--- config.mk ---
export PLATFORM = sky130hd
export DESIGN_NAME = rotator_pattern_sequencer_flat
export DESIGN_NICKNAME = d
export VERILOG_FILES = /design/src/rtl/rotator_pattern_sequencer_pkg.sv /design/src/rtl/rotator_pattern_sequencer_if.sv /design/src/rtl/rotator_pattern_sequencer_tick_prescaler.sv /design/src/rtl/rotator_pattern_sequencer.sv /design/src/flat_wrapper.sv
export SDC_FILE = /design/constraint.sdc
export NUM_CORES = 1
export LEC_CHECK = 0
export CAP_MARGIN = 20
export CORE_AREA = 2 2 55 57
export DETAILED_ROUTE_END_ITERATION = 10
export DIE_AREA = 0 0 57 59
export PLACE_DENSITY = 0.78
export SYNTH_ARGS = -nofsm -noshare
export SYNTH_HDL_FRONTEND = slang
export SYNTH_HIERARCHICAL = 1
export SYNTH_SLANG_ARGS = --single-unit
--- constraint.sdc ---
create_clock -name clk -period 2.1 [get_ports clk]
set_input_delay 0.42 -clock clk [delete_from_list [all_inputs] [get_ports clk]]
set_output_delay 0.42 -clock clk [all_outputs]
set_load 0.1 [all_outputs]
--- src/rtl/rotator_pattern_sequencer_pkg.sv ---
// Shared encodings for the rotator pattern sequencer: FSM states, direction
// constants and datapath widths.
package rotator_pattern_sequencer_pkg;

  localparam int unsigned PAT_W    = 8;
  localparam int unsigned AMT_W    = 3;
  localparam int unsigned SHIFTS_W = 4;

  localparam logic [PAT_W-1:0] RESET_PATTERN = 8'h01;

  localparam logic DIR_LEFT  = 1'b1;
  localparam logic DIR_RIGHT = 1'b0;

  typedef enum logic [1:0] {
    IDLE  = 2'd0,
    RUN   = 2'd1,
    PAUSE = 2'd2
  } state_t;

endpackage

--- src/rtl/rotator_pattern_sequencer_if.sv ---
// Link between the sequencer and the 8-bit combinational rotator.
interface rotator_pattern_sequencer_if;
  import rotator_pattern_sequencer_pkg::*;

  logic [PAT_W-1:0]    sh_a;
  logic                sh_rsh;
  logic [SHIFTS_W-1:0] sh_shifts;
  logic [PAT_W-1:0]    sh_y;

  modport master (output sh_a, output sh_rsh, output sh_shifts, input sh_y);
  modport slave  (input sh_a, input sh_rsh, input sh_shifts, output sh_y);
endinterface

--- src/rtl/rotator_pattern_sequencer_tick_prescaler.sv ---
// Modulo-TICK_DIV counter with enable and synchronous clear; tick_c marks the
// last enabled count of each period.
module rotator_pattern_sequencer_tick_prescaler #(
  parameter int unsigned TICK_DIV = 4
) (
  input  logic clk,
  input  logic reset,
  input  logic en,
  input  logic clr,
  output logic tick_c
);

  localparam int unsigned CW = (TICK_DIV > 1) ? $clog2(TICK_DIV) : 1;
  localparam logic [CW-1:0] LAST = CW'(TICK_DIV - 1);

  logic [CW-1:0] cnt;

  assign tick_c = en && (cnt == LAST);

  always_ff @(posedge clk or posedge reset) begin
    if (reset) begin
      cnt <= '0;
    end else if (clr) begin
      cnt <= '0;
    end else if (en) begin
      cnt <= tick_c ? '0 : cnt + CW'(1);
    end
  end

endmodule

--- src/rtl/rotator_pattern_sequencer.sv ---
// Stepping rotate sequencer: drives an external rotator and commits its result
// to the pattern register on every prescaled tick, with pause/stop and bounce.
module rotator_pattern_sequencer
  import rotator_pattern_sequencer_pkg::*;
#(
  parameter int unsigned TICK_DIV   = 4,
  parameter int unsigned STEP_LIMIT = 7
) (
  input  logic                 clk,
  input  logic                 reset,
  input  logic                 load,
  input  logic [PAT_W-1:0]     load_pattern,
  input  logic                 start,
  input  logic                 stop,
  input  logic                 dir_in,
  input  logic [AMT_W-1:0]     step_amt,
  input  logic                 bounce,
  rotator_pattern_sequencer_if.master sh,
  output logic [PAT_W-1:0]     pattern,
  output logic                 running,
  output logic                 step_done
);

  localparam int unsigned CNT_W = $clog2(STEP_LIMIT + 1);
  localparam logic [CNT_W-1:0] CNT_LAST = CNT_W'(STEP_LIMIT - 1);

  state_t             state, state_nxt;
  logic               launch_c;
  logic               tick_c;
  logic               step_c;
  logic               dir_reg;
  logic               bounce_reg;
  logic [AMT_W-1:0]   amt_reg;
  logic [CNT_W-1:0]   step_cnt;

  assign sh.sh_a      = pattern;
  assign sh.sh_rsh    = dir_reg;
  assign sh.sh_shifts = {1'b0, amt_reg};

  // The cycle that samples stop in RUN still counts; the count holds from PAUSE on.
  rotator_pattern_sequencer_tick_prescaler #(.TICK_DIV(TICK_DIV)) u_prescaler (
    .clk    (clk),
    .reset  (reset),
    .en     (state == RUN),
    .clr    (load || launch_c),
    .tick_c (tick_c)
  );

  assign step_c = tick_c && !load;

  // Next-state logic; stop always wins over start.
  always_comb begin
    state_nxt = state;
    launch_c  = 1'b0;
    case (state)
      IDLE: begin
        if (start && !stop) begin
          state_nxt = RUN;
          launch_c  = 1'b1;
        end
      end
      RUN: begin
        if (stop) state_nxt = PAUSE;
      end
      PAUSE: begin
        if (stop)       state_nxt = IDLE;
        else if (start) state_nxt = RUN;
      end
      default: state_nxt = IDLE;
    endcase
  end

  always_ff @(posedge clk or posedge reset) begin
    if (reset) state <= IDLE;
    else       state <= state_nxt;
  end

  // Pattern, latched controls and bounce counter.
  always_ff @(posedge clk or posedge reset) begin
    if (reset) begin
      pattern    <= RESET_PATTERN;
      dir_reg    <= DIR_RIGHT;
      amt_reg    <= '0;
      bounce_reg <= 1'b0;
      step_cnt   <= '0;
      running    <= 1'b0;
      step_done  <= 1'b0;
    end else begin
      running   <= (state_nxt == RUN);
      step_done <= step_c;
      if (launch_c) begin
        dir_reg    <= dir_in;
        amt_reg    <= step_amt;
        bounce_reg <= bounce;
        step_cnt   <= '0;
      end
      if (load) begin
        pattern  <= load_pattern;
        step_cnt <= '0;
      end else if (step_c) begin
        pattern <= sh.sh_y;
        if (bounce_reg) begin
          if (step_cnt == CNT_LAST) begin
            step_cnt <= '0;
            dir_reg  <= ~dir_reg;
          end else begin
            step_cnt <= step_cnt + CNT_W'(1);
          end
        end
      end
    end
  end

endmodule

--- src/flat_wrapper.sv ---
// flat-port wrapper written by rule: the top's interface ports become plain ports
module rotator_pattern_sequencer_flat import rotator_pattern_sequencer_pkg::*;
#(
  parameter int unsigned TICK_DIV   = 4,
  parameter int unsigned STEP_LIMIT = 7
)
  (clk, reset, load, load_pattern, start, stop, dir_in, step_amt, bounce, pattern, running, step_done, sh_sh_a, sh_sh_rsh, sh_sh_shifts, sh_sh_y);
  rotator_pattern_sequencer_if sh_i ();
  input  logic clk;
  input  logic reset;
  input  logic load;
  input  logic [PAT_W-1:0] load_pattern;
  input  logic start;
  input  logic stop;
  input  logic dir_in;
  input  logic [AMT_W-1:0] step_amt;
  input  logic bounce;
  output logic [PAT_W-1:0] pattern;
  output logic running;
  output logic step_done;
  output wire logic [$bits(sh_i.sh_a)-1:0] sh_sh_a;
  output wire logic [$bits(sh_i.sh_rsh)-1:0] sh_sh_rsh;
  output wire logic [$bits(sh_i.sh_shifts)-1:0] sh_sh_shifts;
  input wire logic [$bits(sh_i.sh_y)-1:0] sh_sh_y;
  assign sh_sh_a = sh_i.sh_a;
  assign sh_sh_rsh = sh_i.sh_rsh;
  assign sh_sh_shifts = sh_i.sh_shifts;
  assign sh_i.sh_y = sh_sh_y;
  rotator_pattern_sequencer #(.TICK_DIV(TICK_DIV), .STEP_LIMIT(STEP_LIMIT)) u_core (.clk(clk), .reset(reset), .load(load), .load_pattern(load_pattern), .start(start), .stop(stop), .dir_in(dir_in), .step_amt(step_amt), .bounce(bounce), .sh(sh_i), .pattern(pattern), .running(running), .step_done(step_done));
endmodule
== Yosys cells after proc, flatten, opt, wreduce, memory -nomap -nowiden ==
Index checks and enable logic that the tools add are counted.

* Multiply operators: 0
* Magnitude comparators: 0
* Div/mod/pow operators: 0
* Eq/ne operators: 5
* Bitwise logic cells: 1
* Shift operators: 0
* Mux-type cells: 22
* $add $sub $neg: 2
* Reductions and logical operators: 9

{| class="wikitable"
|+ Operators by type and width
! operator !! count
|-
| $mux W8 || 2
|-
| $mux W3 || 5
|-
| $mux W2 || 7
|-
| $mux W1 || 7
|-
| $pmux W2 S3 || 1
|-
| $eq A2 B1 Y1 const B || 2
|-
| $eq A2 B2 Y1 const B || 2
|-
| $reduce_bool A2 Y1 || 2
|-
| $add A3 B1 Y3 const B || 1
|-
| $eq A3 B3 Y1 const B || 1
|-
| $logic_and A1 B1 Y1 || 3
|-
| $add A2 B1 Y2 const B || 1
|-
| $logic_not A1 Y1 || 2
|-
| $logic_not A2 Y1 || 1
|-
| $logic_or A1 B1 Y1 || 1
|-
| $not A1 Y1 || 1
|}

* Logic and storage cells: 48
* Bits in read-only memories: 0
* Register bits: 22
* Memories kept: 0
* Input port bits: 26
* Memory bits (writable): 0
* Latch bits: 0
* Output and inout bits: 23

== Depth between registers and ports, before layout ==
Gate-level depths: netlist of run 1.

* Depth after elaboration: 9
* Mapped depth: 6
* Depth with buffers taken out: 5

== By module ==
The synthesis of run 1 kept the hierarchy.

{| class="wikitable"
|+ Modules (own cells, without submodules)
! module !! times used !! cells each !! area each (µm²) !! sequential area each (µm²)
|-
| rotator_pattern_sequencer || 1 || 102 || 998.5 || 501.7
|-
| rotator_pattern_sequencer_tick_prescaler || 1 || 10 || 110.1 || 50.0
|}

== Worst setup path after synthesis of run 1 ==
Ideal clock, no wire load.

* Path kind: reg2out
* From: register u_core.pattern[1]
* To: output sh_sh_a[1]
* Path buffers: 1
* Stages on the path, launching flop included: 2
* Arrival time: 1.339 ns
* Setup slack: 0.341 ns
* Cells stage by stage: dfrtp_1 buf_4

{| class="wikitable"
|+ RTL lines
! what !! RTL line !! text
|-
| start: declaration || rotator_pattern_sequencer.sv:19 || <nowiki>output logic [PAT_W-1:0] pattern,</nowiki>
|-
| start signal: assignment || rotator_pattern_sequencer.sv:98 || <nowiki>pattern <= load_pattern;</nowiki>
|-
| start signal: assignment || rotator_pattern_sequencer.sv:101 || <nowiki>pattern <= sh.sh_y;</nowiki>
|-
| end: declaration || flat_wrapper.sv:21 || <nowiki>output wire logic [$bits(sh_i.sh_a)-1:0] sh_sh_a;</nowiki>
|}

No word-level cell between the ends.

== Worst setup path after layout of run 1 ==
* From: input start
* To: register u_core.dir_reg, in the netlist u_core/sh.sh_rsh

* Word-level cells in the longest chain between the ends: 8

{| class="wikitable"
|+ Ends and longest elaborated chain
! what !! RTL line !! text
|-
| start: declaration || flat_wrapper.sv:13 || <nowiki>input logic start;</nowiki>
|-
| $logic_and A1 B1 Y1 (*) || rotator_pattern_sequencer.sv:57 || <nowiki>if (start && !stop) begin</nowiki>
|-
| $mux W1 (*) || rotator_pattern_sequencer.sv:57 ||
|-
| $mux W1 (*) || rotator_pattern_sequencer.sv:55 || <nowiki>case (state)</nowiki>
|-
| $mux W1 (*) || rotator_pattern_sequencer.sv:91 || <nowiki>if (launch_c) begin</nowiki>
|-
| $mux W1 || rotator_pattern_sequencer.sv:103 || <nowiki>if (step_cnt == CNT_LAST) begin</nowiki>
|-
| $mux W1 || rotator_pattern_sequencer.sv:102 || <nowiki>if (bounce_reg) begin</nowiki>
|-
| $mux W1 || rotator_pattern_sequencer.sv:100 || <nowiki>end else if (step_c) begin</nowiki>
|-
| $mux W1 (*) || rotator_pattern_sequencer.sv:97 || <nowiki>if (load) begin</nowiki>
|-
| end signal: assignment || rotator_pattern_sequencer.sv:92 || <nowiki>dir_reg <= dir_in;</nowiki>
|-
| end signal: assignment || rotator_pattern_sequencer.sv:105 || <nowiki>dir_reg <= ~dir_reg;</nowiki>
|-
| end: declaration || rotator_pattern_sequencer.sv:31 || <nowiki>logic dir_reg;</nowiki>
|}

Mark *: on every way between the ends. The rest lies on a longest branch, timed or not.
A chain may end at the register's enable or synchronous reset.

==> out/qor.txt, run 1 <==
max FFs per register: 8
die width: 57 µm
GRT overflow: 0
final core utilization: 0.587
Required @ worst endpoint: 2290 ps
largest cells by area after synthesis: dfrtp_1 (47%), mux2i_1 (8.1%), nand2_1 (7.4%)
layout cell share with drive strength beyond 1: 0.224
Worst Hold Class: input pin to async pin
CP peak stage delay: 630 ps
vias in the first global route: 925
flop-to-flop setup slack: 570 ps
Area Growth Syn to Fin: 43.6%
post-CTS setup repair buffer count: 0
Max-Cap Viols: 0
Fmax achieved: 629 MHz
number of routed nets with antenna violations: 0
initial antenna violation count: 0
Worst Clk Skew: 0.823 ps
effective utilization at floorplan: 0.409
DR pass1 iterations: 4
status: completed
syn_area_per_cell: 9.90 µm²
via count: 930
uppermost layer routed: met4
Post-synth EDFFs: 0
Setup crit end kind: flip-flop
final net count: 184
site row count: 19
final setup violation count: 0
routed wl met3: 206 µm
drt wl/cell: 12.7 µm
CTS tree: yes
setup_tns: 0 ps
reg2reg start: u_core/state[0]$_DFF_PP0_
Clock Latency Late Sink: 310 ps
Final Hold Fails: 0
critical path data arrival time: 1780 ps
area of the core: 2710 µm²
Detail Placement HPWL: 1830 µm
DIE AREA: 3360 µm²
P_leak: 0.000732 µW
num ports: 49
post-CTS resize count: 0
Num CTS Buffers: 3
Synth Register Bits: 22
root buffer cell: clkbuf_4
period utilisation layout: 0.757
I/O Buffers: 47
P per Cell Area: 872 nW/µm²
largest net degree at the start of global routing: 23
gpl congestion: 0.736
RSZ-0062 raised after global routing: false
n_diodes: 0
drt total wl: 2370 µm
Die Ht: 59 µm
ys async rst share: 1.00
Yosys cell types: 32
WL met2: 1080 µm
peak supply drop: 0.638 mV
syn_nets: 139
drt drc: 0
Seq/Total Area, Yosys: 0.498
dominant synthesized flop cell: dfrtp_1
Synth top area share: 0.474
Vias/cell: 4.97
crit path max fanout: 9
H-tree levels: 1
total track usage: 0.151
Max clock buf depth: 2
clock sinks: 22
Cells after Synth: 112
CP Launch Type: input pin
CP Class: input pin to flip-flop
post-synth top area cell: dfrtp_1
wire length on met1: 1050 µm
first-pass GRT wire length: 4000 µm
Post-Syn Area: 1110 µm²
drt first-iter violations: 16
Critical-path top delay cell: or4b_1
Tmin final: 1590 ps
final max-slew violation count: 0
worst reg2reg path depth: 5
yosys warns: 6
Post-CTS Hold Fix Bufs: 0
worst path cell trace: clkdlybuf4s50_1 > or4b_1 > nand2_1 > o211ai_1
R2R Path End: u_core/sh.sh_rsh$_DFF_PP0_
Worst-path clk slew: 120 ps
==> stage by stage <==
step                area (µm²)  hold WS, ps  cells  power [µW]  worst slack, ps
floorplan                 1110          161    112         934              341
detailed placement        1540          472    183        1080              157
CTS                       1590          274    187        1400              501
global route              1590          278    187        1450              376
global placement          1540          480    183        1070              220
finish                    1590          281    187        1390              510
==> critical path, delay by kind of cell <==
family | cells | cell delay [ps]
AND/OR/NAND/NOR | 2 | 760
buffers and inverters | 1 | 510
AO/OA/AOI/OAI | 1 | 80
==> cell usage after synthesis (2+ instances only) <==
cell type  number
inv_1           3
nand3_1         3
nor2_1          3
nand2_1        22
clkbuf_1        2
dfrtp_1        21
nand2b_1        3
o21ai_0         8
a21oi_1         4
mux2i_1         9
nor2b_1         3
buf_4          10
a21o_1          2
==> final cells by class <==
| type | count | area, µm² |
|---|---|---|
| inverter | 3 | 11.3 |
| clock inverter | 1 | 30.0 |
| multi-input combinational | 74 | 452 |
| sequential | 22 | 552 |
| fill | 251 | 1120 |
| tap | 31 | 38.8 |
| timing repair buffer | 53 | 485 |
| clock buffer | 3 | 22.5 |
==> metal layers <==
layer / GRT usage / vias to the layer above
met4: 0.0598 / 0
met2: 0.268 / 44
met1: 0.183 / 424
li1: - / 459
met3: 0.0284 / 3
met5: 0 / -
==> logic make-up (layout without fill, tap and decap cells) <==
kind of cell / Yosys count / in the layout / synth area share
AOI/OAI and AO/OA: 19 / 19 / 0.105
buffers and inverters: 16 / 60 / 0.0948
adders and majority gates: 1 / 1 / 0.0113
and+or+nand+nor: 44 / 44 / 0.207
other: 1 / 1 / 0.00338
DFF: 22 / 22 / 0.498
muxes: 9 / 9 / 0.0813
==> worst max-delay path by stage <==
| stage | cells past startpoint | start | end | slack (ps) |
|---|---|---|---|---|
| 2_1_floorplan | 1 | u_core/pattern[1]$_DFFE_PP0P_ | sh_sh_a[1] | 340 |
| 3_3_place_gp | 4 | start | u_core/u_prescaler/cnt[1]$_DFFE_PP0P_ | 220 |
| 3_5_place_dp | 4 | start | u_core/sh.sh_rsh$_DFF_PP0_ | 160 |
| 4_1_cts | 4 | start | u_core/sh.sh_rsh$_DFF_PP0_ | 500 |
| 5_1_grt | 5 | u_core/state[0]$_DFF_PP0_ | u_core/sh.sh_rsh$_DFF_PP0_ | 380 |
| 6_report | 4 | start | u_core/sh.sh_rsh$_DFF_PP0_ | 510 |
==> power breakdown <==
part           leakage (µW)  switching (µW)  total (µW)  internal, µW
combinational      0.000424             424         567           144
clock             0.0000279             129         322           193
sequential         0.000280            33.2         499           466
==> cell usage in the layout, fill, tap and decap left out, types with 2 or more instances in the layout <==
| cell type | instances |
|---|---|
| inv_1 | 3 |
| nor2b_1 | 3 |
| a21o_1 | 2 |
| clkdlybuf4s50_1 | 25 |
| nor2_1 | 3 |
| mux2i_1 | 9 |
| clkbuf_4 | 3 |
| o21ai_0 | 8 |
| nand2b_1 | 3 |
| a21oi_1 | 4 |
| buf_12 | 2 |
| nand2_1 | 22 |
| dfrtp_1 | 21 |
| buf_4 | 26 |
| nand3_1 | 3 |
(Power assumes the default switching activity.)
==> run 2, diff against run 1 <==
--- a/config.mk
+++ b/config.mk
@@ -6,10 +6,10 @@
 export NUM_CORES = 1
 export LEC_CHECK = 0
 export CAP_MARGIN = 20
-export CORE_AREA = 2 2 55 57
+export CORE_AREA = 2 2 58 60
 export DETAILED_ROUTE_END_ITERATION = 10
-export DIE_AREA = 0 0 57 59
-export PLACE_DENSITY = 0.78
+export DIE_AREA = 0 0 60 62
+export PLACE_DENSITY = 0.74
 export SYNTH_ARGS = -nofsm -noshare
 export SYNTH_HDL_FRONTEND = slang
 export SYNTH_HIERARCHICAL = 1
==> constraint.sdc (replaced) <==
create_clock -name clk -period 1.3 [get_ports clk]
set_input_delay 0.26 -clock clk [delete_from_list [all_inputs] [get_ports clk]]
set_output_delay 0.26 -clock clk [all_outputs]
set_load 0.1 [all_outputs]
==> run 2 against run 1 <==
Against the previous run:
- final cell count is 13% higher
- sequential share of layout area is 5.4 points lower
- register-to-register slack worse by 750 ps
- first-iteration DRC count is 13% higher
- largest cell class is now buffers
- largest power group unchanged
- highest routed layer is now met3
- the flow now finishes with violations (negative setup slack)
- setup slack worse by 690 ps
- design area is 25% higher
==> out/qor.txt, run 2 (synthesized netlist as in run 1, its figures left out) <==
status: finished with violations
failing checks: negative setup slack
Clock Latency Late Sink: 310 ps
CP peak stage delay: 460 ps
internal power: 1320 µW
Final Hold Fails: 0
layout cell share with drive strength beyond 1: 0.349
Inst Count DP: 204
max FFs per register: 8
delay-heaviest family, CP: simple AND/OR/NAND/NOR gates
Post-CTS Hold Fix Bufs: 0
commonest non-fill, non-tap cells in the layout: clkdlybuf4s50_1 (25), buf_12 (23), nand2_1 (21)
Num CTS Buffers: 3
vias in the first global route: 1,046
CTS tree: yes
final max-slew violation count: 0
I/O Buffers: 47
root buffer cell: clkbuf_4
Die Ht: 62 µm
drt total wl: 2830 µm
GRT overflow: 0
Fmax achieved: 675 MHz
Clock power frac: 0.139
first-pass GRT wire length: 4440 µm
Required @ worst endpoint: 1510 ps
initial antenna violation count: 0
drt wl/cell: 13.3 µm
worst path cell trace: nor2b_4 > and2_4 > nand4_1 > or4_1 > o211ai_1
P per Cell Area: 1160 nW/µm²
Max clock buf depth: 2
site row count: 21
Min Hold Slack: 121 ps
sw frac: 0.431
CP Launch Type: flip-flop
clock sinks: 22
DP Worst Slack: -437 ps
Max-Cap Viols: 0
Psw: 997 µW
final setup violation count: 20
CP Class: flip-flop to flip-flop
period utilisation layout: 1.14
number of routed nets with antenna violations: 0
area of the core: 3180 µm²
Setup WS post-layout: -180 ps
Critical-path top delay cell: dfrtp_2
Gate power share: 0.487
drt first-iter violations: 18
Area Growth Syn to Fin: 80.0%
largest net degree at the start of global routing: 18
Worst Clk Skew: 11.2 ps
num ports: 49
total track usage: 0.159
Worst Hold Class: input pin to async pin
DR pass1 iterations: 3
final net count: 194
DIE AREA: 3720 µm²
post-route insts no fill: 212
critical path data arrival time: 1690 ps
RSZ-0062 raised after global routing: true
commonest non-fill, non-tap cell in the layout: clkdlybuf4s50_1
Tmin final: 1480 ps
Seq pwr share: 0.373
gpl congestion: 0.665
Worst-path clk slew: 130 ps
die width: 60 µm
H-tree levels: 1
peak supply drop: 0.579 mV
Setup crit end kind: flip-flop
Vias/cell: 4.70
Detail Placement HPWL: 2170 µm
effective utilization at floorplan: 0.349
Bufs and invs on worst path: 0
drt drc: 0
final core utilization: 0.628
P_leak: 0.000865 µW
crit path max fanout: 4
via count: 997
n_diodes: 0
run 2: cell types whose count changed in the layout (fill, tap and decap cells not counted), moves of 2 or more:
cell     change
buf_12      +21
buf_4       -12
dfrtp_1      -9
dfrtp_2      +2
dfrtp_4      +7
o21ai_0      -7
o21ai_1      +7
run 2: final timing paths:
kind                                               startpoint  slack [ps]  depth (start not counted)                                    end
worst max-delay path                u_core/state[1]$_DFF_PP0_        -180                          5             u_core/sh.sh_rsh$_DFF_PP0_
worst min-delay path                                    reset         120                          2  u_core/u_prescaler/cnt[1]$_DFFE_PP0P_
min in group clk                              load_pattern[0]         470                          3          u_core/pattern[0]$_DFFE_PP1P_
max in group asynchronous                               reset         800                          3          u_core/pattern[0]$_DFFE_PP1P_
worst min register to register  u_core/amt_reg[2]$_DFFE_PP0P_         570                          2          u_core/amt_reg[2]$_DFFE_PP0P_
worst max register to register      u_core/state[1]$_DFF_PP0_        -180                          5             u_core/sh.sh_rsh$_DFF_PP0_
run 2: layer usage:
metal  vias to the layer above  global-route usage  part of all wire
li1                        480                   -                 -
met1                       478               0.179              0.40
met2                        39               0.297              0.53
met3                         0              0.0269             0.064
met4                         0              0.0698                 0
met5                         -                   0                 0
run 2: worst register-to-register path, delay by kind of cell (launching register included):
kind | cells | cell delay [ps]
simple gates | 4 | 810
flops | 1 | 460
compound gates | 1 | 110
run 2: power groups by stage:
stage	combinational, µW	sequential (µW)	clock, µW
2_1_floorplan	332	1210	0
3_3_place_gp	1110	869	0
3_5_place_dp	1120	873	0
4_1_cts	1130	864	336
5_1_grt	1170	872	356
6_report	1130	863	322
run 2: layout make-up:
type,instances,area [µm²]
repair buffers,63,841
inverters,3,11.3
well taps,46,57.6
flip-flops and latches,22,584
fillers,257,1180
multi-input cells,74,475
clock buffers,4,26.3
run 2: repair_timing:
action                                  4_1_cts  5_1_grt
pin swaps                                     2        2
gates resized for setup                       6        8
endpoints found under the hold margin         0        0
setup buffers                                 1        2
gates cloned                                  0        1
endpoints found under the setup margin       20       24
run 2: per-stage QoR:
step	cell area (µm²)	power, µW	setup TNS [ps]
floorplan	1160	1540	-444
global route	2000	2400	-2620
CTS	1940	2330	-1180
global placement	1900	1980	-3660
detailed placement	1900	2000	-4430
finish	2000	2310	-1520
